$ cat src/rtl/fifo_rr_write_arbiter.sv
// rtl/fifo_rr_write_arbiter.sv - round-robin arbiter sharing one FIFO write port among NUM_REQ producers
// Optional packet lock (req_last port plus IDLE/LOCKED FSM) enabled by defining ARB_PKT_LOCK_EN.
module fifo_rr_write_arbiter #(
    parameter int  NUM_REQ    = 4,
    parameter int  DATA_W     = 32,
    parameter int  FIFO_DEPTH = 4,
    localparam int ID_W       = $clog2(NUM_REQ),
    localparam int CNT_W      = $clog2(FIFO_DEPTH + 1)
) (
    input  logic                      i_clk,
    input  logic                      i_reset,
    input  logic [NUM_REQ-1:0]        i_req_valid,
    input  logic [NUM_REQ*DATA_W-1:0] i_req_data,
`ifdef ARB_PKT_LOCK_EN
    input  logic [NUM_REQ-1:0]        i_req_last,
`endif
    output logic [NUM_REQ-1:0]        o_req_ready,
    output logic                      o_fifo_write_en,
    output logic [DATA_W-1:0]         o_fifo_write_data,
    input  logic                      i_fifo_read_en,
    output logic [ID_W-1:0]           o_grant_id,
    output logic [CNT_W-1:0]          o_occupancy
);

    logic [ID_W-1:0]    r_ptr;
    logic [NUM_REQ-1:0] w_eligible;
    logic               w_found;
    logic               w_space;
    logic               w_grant;
    logic               w_rd_eff;
    logic [ID_W-1:0]    w_gnt_id;
    logic [ID_W-1:0]    w_gnt_ptr;
    logic [ID_W:0]      w_sum;
    logic [ID_W-1:0]    w_idx;

`ifdef ARB_PKT_LOCK_EN
    typedef enum logic {ST_IDLE, ST_LOCKED} state_t;
    state_t          r_state;
    logic [ID_W-1:0] r_owner;

    always_comb begin
        w_eligible = i_req_valid;
        if (r_state == ST_LOCKED) begin
            w_eligible          = '0;
            w_eligible[r_owner] = i_req_valid[r_owner];
        end
    end
`else
    always_comb w_eligible = i_req_valid;
`endif

    // Scan ptr, ptr+1, ... modulo NUM_REQ; first eligible requester wins.
    always_comb begin
        w_found  = 1'b0;
        w_gnt_id = '0;
        w_sum    = '0;
        w_idx    = '0;
        for (int k = 0; k < NUM_REQ; k++) begin
            w_sum = {1'b0, r_ptr} + (ID_W+1)'(k);
            if (w_sum >= (ID_W+1)'(NUM_REQ))
                w_sum = w_sum - (ID_W+1)'(NUM_REQ);
            w_idx = w_sum[ID_W-1:0];
            if (!w_found && w_eligible[w_idx]) begin
                w_found  = 1'b1;
                w_gnt_id = w_idx;
            end
        end
    end

    // Occupancy never exceeds FIFO_DEPTH, so a same-cycle read is the only way to write when full.
    assign w_space   = (o_occupancy < CNT_W'(FIFO_DEPTH)) || i_fifo_read_en;
    assign w_grant   = w_found && w_space;
    assign w_rd_eff  = i_fifo_read_en && (o_occupancy != '0);
    assign w_gnt_ptr = (w_gnt_id == ID_W'(NUM_REQ - 1)) ? '0 : w_gnt_id + 1'b1;

    always_comb begin
        o_req_ready = '0;
        if (w_grant)
            o_req_ready[w_gnt_id] = 1'b1;
    end

    always_ff @(posedge i_clk or posedge i_reset) begin
        if (i_reset) begin
            o_fifo_write_en   <= 1'b0;
            o_fifo_write_data <= '0;
            o_grant_id        <= '0;
            o_occupancy       <= '0;
            r_ptr             <= '0;
`ifdef ARB_PKT_LOCK_EN
            r_state           <= ST_IDLE;
            r_owner           <= '0;
`endif
        end else begin
            o_fifo_write_en <= w_grant;
            if (w_grant) begin
                o_fifo_write_data <= i_req_data[w_gnt_id*DATA_W +: DATA_W];
                o_grant_id        <= w_gnt_id;
            end
            case ({w_grant, w_rd_eff})
                2'b10:   o_occupancy <= o_occupancy + 1'b1;
                2'b01:   o_occupancy <= o_occupancy - 1'b1;
                default: o_occupancy <= o_occupancy;
            endcase
`ifdef ARB_PKT_LOCK_EN
            case (r_state)
                ST_IDLE: begin
                    if (w_grant) begin
                        r_ptr <= w_gnt_ptr;
                        if (!i_req_last[w_gnt_id]) begin
                            r_state <= ST_LOCKED;
                            r_owner <= w_gnt_id;
                        end
                    end
                end
                ST_LOCKED: begin
                    // Only the owner can be granted here, so w_gnt_ptr is owner+1.
                    if (w_grant && i_req_last[w_gnt_id]) begin
                        r_state <= ST_IDLE;
                        r_ptr   <= w_gnt_ptr;
                    end
                end
                default: r_state <= ST_IDLE;
            endcase
`else
            if (w_grant)
                r_ptr <= w_gnt_ptr;
`endif
        end
    end

endmodule

$ cat config.mk
export PLATFORM = sky130hd
export DESIGN_NAME = fifo_rr_write_arbiter
export DESIGN_NICKNAME = d
export VERILOG_FILES = /design/src/rtl/fifo_rr_write_arbiter.sv
export SDC_FILE = /design/constraint.sdc
export NUM_CORES = 1
export LEC_CHECK = 0
export ABC_CLOCK_PERIOD_IN_PS = 2100
export CAP_MARGIN = 40
export CORE_UTILIZATION = 45
export CTS_CLUSTER_DIAMETER = 60
export DETAILED_ROUTE_END_ITERATION = 8
export DONT_BUFFER_PORTS = 1
export GPL_ROUTABILITY_DRIVEN = 0
export MAX_ROUTING_LAYER = met4
export PLACE_DENSITY = 0.7
export REMOVE_ABC_BUFFERS = 1
export SKIP_LAST_GASP = 1
export SLEW_MARGIN = 10
export SYNTH_ARGS = -nofsm -noshare
export SYNTH_HDL_FRONTEND = slang
export SYNTH_SLANG_ARGS = --single-unit
$ cat constraint.sdc
create_clock -name i_clk -period 2.1 [get_ports i_clk]
set_clock_uncertainty 0.05 [all_clocks]
set_input_delay 0.21 -clock i_clk [delete_from_list [all_inputs] [get_ports i_clk]]
set_output_delay 0.21 -clock i_clk [all_outputs]
set_load 0.05 [all_outputs]
### Word level (Yosys, flattened, before mapping)

Index checks and enable logic that the tools add are counted.
W data, S select, Z words.

| storage, ports and cells | value |
|---|---|
| flip-flop bits (word level) | 40 |
| bits of input ports | 135 |
| output and inout bits | 42 |
| logic and storage cells | 67 |

| operators by class | value |
|---|---|
| add/sub/neg operators | 10 |
| $lt $le $gt $ge | 11 |
| equality and inequality tests | 3 |
| shifts and indexed selects | 1 |
| mux-type cells | 25 |
| reductions and logical operators | 12 |

Operator list:

| kind | count |
|---|---|
| $shiftx A128 B8 Y32 | 1 |
| $mux W2 | 9 |
| $lt A2 B3 Y1 const B | 5 |
| $ge A3 B3 Y1 const B | 3 |
| $mux W1 | 9 |
| $bmux W1 S2 | 4 |
| $sub A2 B1 Y2 const B | 4 |
| $add A2 B2 Y3 const B | 2 |
| $logic_and A1 B1 Y1 | 6 |
| $pmux W3 S2 | 1 |
| $eq A2 B2 Y1 const B | 2 |
| $mux W4 | 1 |
| $add A2 B1 Y3 const B | 1 |
| $add A3 B1 Y3 const B | 1 |
| $ge A2 B3 Y1 const B | 1 |
| $logic_not A1 Y1 | 3 |
| $lt A3 B3 Y1 const B | 1 |
| $reduce_bool A3 Y1 | 1 |
| $sub A3 B1 Y3 const B | 1 |
| $add A2 B1 Y2 const B | 1 |
| $demux W1 S2 | 1 |
| $eq A2 B1 Y1 const B | 1 |
| $ge A2 B1 Y1 const B | 1 |
| $reduce_bool A2 Y1 | 1 |
| $logic_or A1 B1 Y1 | 1 |

### Longest topological paths before layout

Gate-level depths: netlist of the first run.

| depth | value |
|---|---|
| word-level depth | 19 |
| mapped depth | 9 |
| gate-level depth less buffers | 8 |

### Worst setup path before layout of the first run

OpenSTA, ideal clock, no wires.

| timing | value |
|---|---|
| kind | reg2reg |
| start point | register o_occupancy[2] |
| end point | register o_occupancy[1] |
| setup time | 0.125 ns |
| arrival time | 2.180 ns |
| required time | 1.925 ns |
| path slack | -0.255 ns |
| stages on the path, launching flop included | 7 |
| buffers on the path | 1 |
| clock period less this slack | 2.355 ns |
| cell sequence | dfrtp_1 > inv_1 > o21ai_2 > clkbuf_1 > ha_1 > fa_1 > mux2_2 |

| on the way | value |
|---|---|
| word-level cells in the longest chain between the ends | 5 |
| elaborated cells on any way between the ends | 9 |
| those cells by class | order compare (1); eq/ne (2); mux (1); reduce/logical (5) |

RTL lines:

| item | line | RTL |
|---|---|---|
| start: declaration | 22 | `output logic [CNT_W-1:0] o_occupancy` |
| start signal: assignment | 100 | `2'b10: o_occupancy <= o_occupancy + 1'b1;` |
| start signal: assignment | 101 | `2'b01: o_occupancy <= o_occupancy - 1'b1;` |
| start signal: assignment | 102 | `default: o_occupancy <= o_occupancy;` |
| $lt A3 B3 Y1 | 71 | `assign w_space = (o_occupancy < CNT_W'(FIFO_DEPTH)) \|\| i_fifo_read_en;` |
| $logic_or A1 B1 Y1 | 71 |  |
| $logic_and A1 B1 Y1 | 72 | `assign w_grant = w_found && w_space;` |
| $eq A2 B1 Y1 or $eq A2 B2 Y1 (tied branches) | 99 | `case ({w_grant, w_rd_eff})` |
| $pmux W3 S2 or $reduce_bool A2 Y1 (tied branches) | - |  |

Parallel ways exist; a longest one is shown, timed or not.
A chain may end at the register's enable or synchronous reset.

### Worst setup path after layout of the first run

| timing | value |
|---|---|
| start point | register r_ptr[1] |
| end point | output o_req_ready[0] |

| on the way | value |
|---|---|
| word-level cells in the longest chain between the ends | 19 |
| elaborated cells on any way between the ends | 44 |
| those cells by class | add/sub (7); order compare (6); mux (23); reduce/logical (8) |

RTL lines:

| item | line | RTL |
|---|---|---|
| start: declaration | 25 | `logic [ID_W-1:0] r_ptr;` |
| start signal: assignment | 126 | `r_ptr <= w_gnt_ptr;` |
| parallel branches: the longest is 13 deep, another holds $add A2 B1 Y3 | - |  |
| $mux W2 * | 63 | `if (!w_found && w_eligible[w_idx]) begin` |
| named net w_gnt_id[0] | 31 | `logic [ID_W-1:0] w_gnt_id;` |
| $lt A2 B3 Y1 (not written as such) or $ge A2 B1 Y1 (tied branches) | 79 | `o_req_ready[w_gnt_id] = 1'b1;` |
| $logic_and A1 B1 Y1 (not written as such) | 79 |  |
| $mux W1 (not written as such) | 79 |  |
| $demux W1 S2 * | 79 |  |
| $mux W4 * | 78 | `if (w_grant)` |
| end: declaration | 17 | `output logic [NUM_REQ-1:0] o_req_ready,` |

Mark *: on every way through the listed nets, which the timed path passes. The select of a mux whose other input is x is not followed.

==> results of run 1 <==
-- worst max-delay path: stages (launching register included) --
cell and delay [ns]:
dfrtp_1 0.40, buf_6 0.14, mux2i_4 0.19, o2bb2ai_4 0.15, nor2_4 0.12, inv_2 0.06, buf_6 0.13, ha_4 0.14
and2_4 0.13, buf_12 0.14
-- report_power, final --
part	total (µW)	internal [µW]	switching (µW)
Clock	524	268	256
Combinational	2780	1350	1430
Sequential	2600	1140	1470
Total	5910	2760	3150
-- sequential cells by signal, summed over array words and instances, names as in the netlist --
| register | flops |
|---|---|
| o_occupancy | 3 |
| r_ptr | 2 |
| o_fifo_write_en | 1 |
| o_fifo_write_data | 32 |
| o_grant_id | 2 |
-- final cells by class --
cell class	instances	area, µm²
fillers	505	2350
multi-input cells	203	1650
flip-flops and latches	40	1000
repair buffers	35	399
clock buffers	8	90.1
well taps	72	90.1
inverters	5	18.8
-- what timing repair did --
item	in CTS	in global routing
hold endpoints to repair	23	0
setup endpoints to repair	7	27
pin swaps	2	6
hold buffers	1	0
buffers inserted	4	2
resized for setup	9	24
-- metrics by stage --
step / area, µm² / hold WS [ns] / setup WS [ns] / std cells
6_report: 3250 / 0.0961 / -0.0665 / 363
5_1_grt: 3250 / 0.104 / -0.122 / 363
4_1_cts: 3130 / 0.0901 / -0.0462 / 361
3_5_place_dp: 2950 / -0.0519 / -0.00752 / 348
3_3_place_gp: 2920 / 0.160 / 0.0561 / 347
2_1_floorplan: 2540 / 0.378 / -1.04 / 248
-- cell usage after synthesis, drive strengths merged --
cell type | n | share of area
a211oi | 33 | 0.093
a21o | 3 | 0.0085
a21oi | 18 | 0.035
a221o | 16 | 0.060
a2bb2oi | 1 | 0.0033
and2 | 4 | 0.0094
and3 | 16 | 0.038
buf | 7 | 0.023
clkbuf | 16 | 0.023
dfrtp | 40 | 0.38
fa | 1 | 0.0075
ha | 5 | 0.024
inv | 5 | 0.0071
mux2 | 17 | 0.092
mux2i | 17 | 0.064
nand2 | 5 | 0.0071
nand2b | 2 | 0.0047
nand3 | 16 | 0.030
nor2 | 24 | 0.037
nor3 | 1 | 0.0019
nor3b | 1 | 0.0028
o21ai | 18 | 0.035
o2bb2ai | 1 | 0.0056
o31a | 1 | 0.0033
xnor2 | 3 | 0.0099
-- path summary, 6_finish.rpt --
kind,start,end,depth (start not counted)
setup / recovery,r_ptr[1],o_req_ready[0],9
hold reg to reg,o_occupancy[2],o_occupancy[2],2
hold / removal,i_req_data[120],o_fifo_write_data[24],2
min in group asynchronous,i_reset,o_fifo_write_data[5],2
setup reg to reg,r_ptr[1],o_fifo_write_data[23],9
max in group asynchronous,i_reset,o_fifo_write_data[30],4
-- layer usage --
metal	GRT usage	up-vias
met5	-	-
met4	0.0691	0
met3	0.0529	7
met2	0.394	94
met1	0.301	1115
li1	-	1058
-- cells by family (layout without fill, tap and decap cells) --
| family | Yosys count | in the layout |
|---|---|---|
| compound gates | 91 | 91 |
| xor+xnor | 3 | 3 |
| fa+ha+maj | 6 | 6 |
| buf+inv | 28 | 48 |
| flops | 40 | 40 |
| mux | 34 | 34 |
| simple gates | 69 | 69 |
==> results.toml, run 1 <==
[finish]
nets = 431
area_growth_syn_to_layout_pct = 22.3
mostFrequentLayoutCells = "dfrtp_1 (40), a211oi_1 (30), nor2_1 (22)"
final_common_cell = "dfrtp_1"
final_util = 0.580
n_antenna_cell = 0
drive_gt1_frac = 0.278

[global_routing]
grt_use_total = 0.241
grt_pass1_wl_mm = 11.3
grt_max_degree = 25
grt_pass1_vias = 2155
gr-total-overflow = 0
antenna_found_initial = 0

[clock_network]
path_clk_slew_ns = 0.08
cts_buffers = 5
cts_sinks = 40
cts_buffer_depth = 2
cts_tree = "built"
root_buffer = "clkbuf_8"
htree_levels = 2
clkLatencyLatePin_ns = 0.29

[pwr]
p_per_area_nw_per_um2 = 1820
leakage_uw = 0.00141
ir_drop_mv = 0.975
p_total_uw = 5910

[die]
die_area_um2 = 6220
dieWidth_um = 78.9
start_util = 0.474
fp.coreArea_um2 = 5610
rows = 27
boundaryPins = 177
die_height_um = 78.9

[logic_synthesis]
yosysSeqAreaShare = 0.376
synth.mux.area_fraction = 0.156
syn_avg_cell_area_um2 = 9.82
synthSimpleGateAreaFrac = 0.130
synth_compound_area_frac = 0.245
synth_cell_type_count = 32
syn-cell-area_um2 = 2660
ys_ff_latch = 40
ys_warn_count = 0
synthCells = 271
synth-adder-area-share = 0.0310
synth_top_family_by_area = "compound AO/OA/AOI/OAI gates"
synth_xor_area_frac = 0.00988

[timing]
finalSetupTns_ns = -0.219
worst_slack_ns = -0.0665
layout_min_cycle_time_ns = 2.17
setup_violations = 6
finalCritPeriodShare = 1.03
finalHoldViolations = 0
slew_viol_final = 0
rsz0062_at_grt = "yes"
tightest_slew_ns = 0.527
slew_headroom = 0.649
clock.fmax_mhz = 462

[route]
wl_per_cell_um = 19.9
vias = 2274
drc = 0
routed_via_density = 6.26
routed_wl_mm = 7.23
wl_met2_mm = 3.62
wl_met3_um = 479
ant_nets = 0
drt_iter0_drc = 143
routed.top_layer = "met4"
first_pass_iters = 4
wl_met1_mm = 3.05

[setup_path]
path_class = "reg2out"
cp.required_ns = 1.84
worstSetupEndpointType = "primary output"
worstPathArrival_ns = 1.91
start_kind = "flip-flop"
crit_fanout = 5
reg2reg_slack_ns = -0.03

[place]
post-dp-hpwl_mm = 5.39
port_buffers = 0

[outcome]
violations = "setup timing"
outcome = "finished with violations"

[min_path]
hp-class = "in2reg"

[run]
cap_violations = 0
No activity file was read; power rests on OpenSTA's default activity.
==> run 2, diff against run 1 <==
--- a/config.mk
+++ b/config.mk
@@ -7,6 +7,7 @@
 export LEC_CHECK = 0
 export ABC_CLOCK_PERIOD_IN_PS = 2100
 export CAP_MARGIN = 40
+export CORE_MARGIN = 4
 export CORE_UTILIZATION = 45
 export CTS_CLUSTER_DIAMETER = 60
 export DETAILED_ROUTE_END_ITERATION = 8
==> run 2 against run 1 <==
The run still ends with setup timing left. Sequential cell count is the same. Clock power fell by 5.9%. Worst setup slack got worse by 0.011 ns. Combinational power rose by 5%. Total power rose by 2.3%. Non-clock buffer count rose by 6. Design area is 2.1% higher. Clock-buffer cell count is 2 lower. Critical endpoint unchanged.
==> results.toml, run 2 (synthesis results as in run 1) <==
[timing]
finalHoldViolations = 0
fin_hold_ws_ns = 0.0927
tightest_slew_ns = 0.515
slew_viol_final = 0
slew_headroom = 0.657
worst_slack_ns = -0.0773
setup_violations = 18
clock.fmax_mhz = 459
finalCritPeriodShare = 1.04
rsz0062_at_grt = "yes"
layout_min_cycle_time_ns = 2.18

[setup_path]
crit_fanout = 5
startpoint = "r_ptr[1]"
reg2reg_slack_ns = -0.07
r2r_cells = 9
worstPathArrival_ns = 1.92
endpoint = "o_req_ready[0]"
r2r_end = "o_fifo_write_data[14]"
path_class = "reg2out"
start_kind = "flip-flop"
cp.required_ns = 1.84
r2r_start = "r_ptr[1]"
worstSetupEndpointType = "primary output"

[place]
post-dp-hpwl_mm = 6.15
dpl_cell_area_um2 = 2970
port_buffers = 0
dp_slack_ns = -0.0265

[global_routing]
grt_max_degree = 24
antenna_found_initial = 0
grt_pass1_wl_mm = 12.7
grt_pass1_vias = 2428
gr-total-overflow = 0
grt_use_total = 0.229

[finish]
largest_registers = "o_fifo_write_data: 32 flops, o_occupancy: 3 flops"
area_growth_syn_to_layout_pct = 24.8
finish.instance_area_um2 = 3320
nets = 437
largest_reg_flops = 32
max_flop_register = "o_fifo_write_data"
mostFrequentLayoutCells = "dfrtp_1 (40), a211oi_1 (30), buf_4 (23)"
fillCellCount = 491
drive_gt1_frac = 0.304
final_util = 0.592
n_antenna_cell = 0
final_common_cell = "dfrtp_1"

[pwr]
leakage_uw = 0.00144
pwr-share-comb = 0.484
p_switching_uw = 3260
ir_drop_mv = 0.816
clkPwrFrac = 0.082
p_total_uw = 6040
p_seq_frac = 0.434
p_per_area_nw_per_um2 = 1820
p_int_uw = 2790
swShare = 0.539

[route]
drt_iter0_drc = 112
drc = 0
first_pass_iters = 4
ant_nets = 0
routed_via_density = 6.31
vias = 2321
wl_per_cell_um = 22.9
routed_wl_mm = 8.43

[clock_network]
path_clk_slew_ns = 0.08
root_buffer = "clkbuf_8"
cts_buffer_depth = 2
htree_levels = 2
cts_tree = "built"
cts_buffers = 5
clkLatencyLatePin_ns = 0.29
cts_sinks = 40

[die]
rows = 27
die_height_um = 84.9
fp.coreArea_um2 = 5610
die_area_um2 = 7210
dieWidth_um = 84.9
start_util = 0.474
boundaryPins = 177

[run]
cap_violations = 0

[min_path]
hp-class = "in2reg"

[outcome]
outcome = "finished with violations"
violations = "setup timing"
==> run 2: cell types whose count changed in the layout (fill, tap and decap cells not counted), sizes merged <==
| cell | previous run | this run |
|---|---|---|
| clkbuf | 8 | 7 |
| clkinv | 1 | 2 |
| buf | 34 | 39 |
==> run 2: power by group through the flow <==
stage                     logic (µW)  clock network (µW)  registers [µW]
after floorplan                 1550                   0            2660
after global placement          2430                   0            2620
after detailed placement        2540                   0            2630
after CTS                       2730                 508            2620
after global routing            3170                 536            2660
final                           2930                 493            2620
==> run 2: area by class of cell <==
class	count	area [µm²]	share of cell area
flip-flops and latches	40	1000	0.301
multi-input cells	203	1680	0.505
inverters	5	18.8	0.00565
clock inverters	1	5.00	0.00151
clock buffers	6	72.6	0.0219
well taps	72	90.1	0.0271
repair buffers	41	455	0.137
==> run 2: metal layers <==
| metal | part of all wire | vias up | global-route usage |
|---|---|---|---|
| met4 | 0.022 | 0 | 0.0748 |
| met2 | 0.53 | 117 | 0.379 |
| met1 | 0.37 | 1114 | 0.275 |
| li1 | - | 1072 | - |
| met5 | 0 | - | - |
| met3 | 0.075 | 18 | 0.0553 |
==> run 2: worst min path at each step <==
stage	endpoint	slack (ns)	from	cells past startpoint
2_1_floorplan	o_fifo_write_data[0]	0.38	i_reset	1
3_3_place_gp	o_fifo_write_data[28]	0.17	i_reset	1
3_5_place_dp	o_fifo_write_data[5]	0.01	i_reset	1
4_1_cts	o_fifo_write_data[5]	0.09	i_req_data[101]	2
5_1_grt	o_fifo_write_data[25]	0.1	i_req_data[121]	2
6_report	o_fifo_write_data[5]	0.09	i_req_data[101]	2
==> run 2: per-stage QoR <==
stage	setup TNS, ns	std cells
2_1_floorplan	-34.99	248
3_3_place_gp	-1.06	350
3_5_place_dp	-0.0409	352
4_1_cts	-0.0552	365
5_1_grt	-2.19	368
6_report	-0.951	368
==> run 2: what timing repair did <==
item / CTS / global route
gates cloned: 0 / 1
setup endpoints to repair: 6 / 37
pin swaps: 5 / 11
gates resized for setup: 17 / 22
hold endpoints to repair: 25 / 0
buffers inserted: 5 / 2
hold buffers: 1 / 0
==> run 2: worst max-delay path, stage by stage, from the launching register on <==
cell and delay [ns]:
dfrtp_1 0.43, buf_6 0.16, mux2i_4 0.19, o2bb2ai_4 0.14
nor2_4 0.11, inv_2 0.05, buf_6 0.13, ha_4 0.14
and2_4 0.13, buf_12 0.14
==> run 3, diff against run 2 <==
--- a/config.mk
+++ b/config.mk
@@ -13,6 +13,7 @@
 export DETAILED_ROUTE_END_ITERATION = 8
 export DONT_BUFFER_PORTS = 1
 export GPL_ROUTABILITY_DRIVEN = 0
+export HOLD_SLACK_MARGIN = 0.06
 export MAX_ROUTING_LAYER = met4
 export PLACE_DENSITY = 0.7
 export REMOVE_ABC_BUFFERS = 1
==> results of run 3 <==
The final DEF is identical to that of run 2; final timing and power are the same.
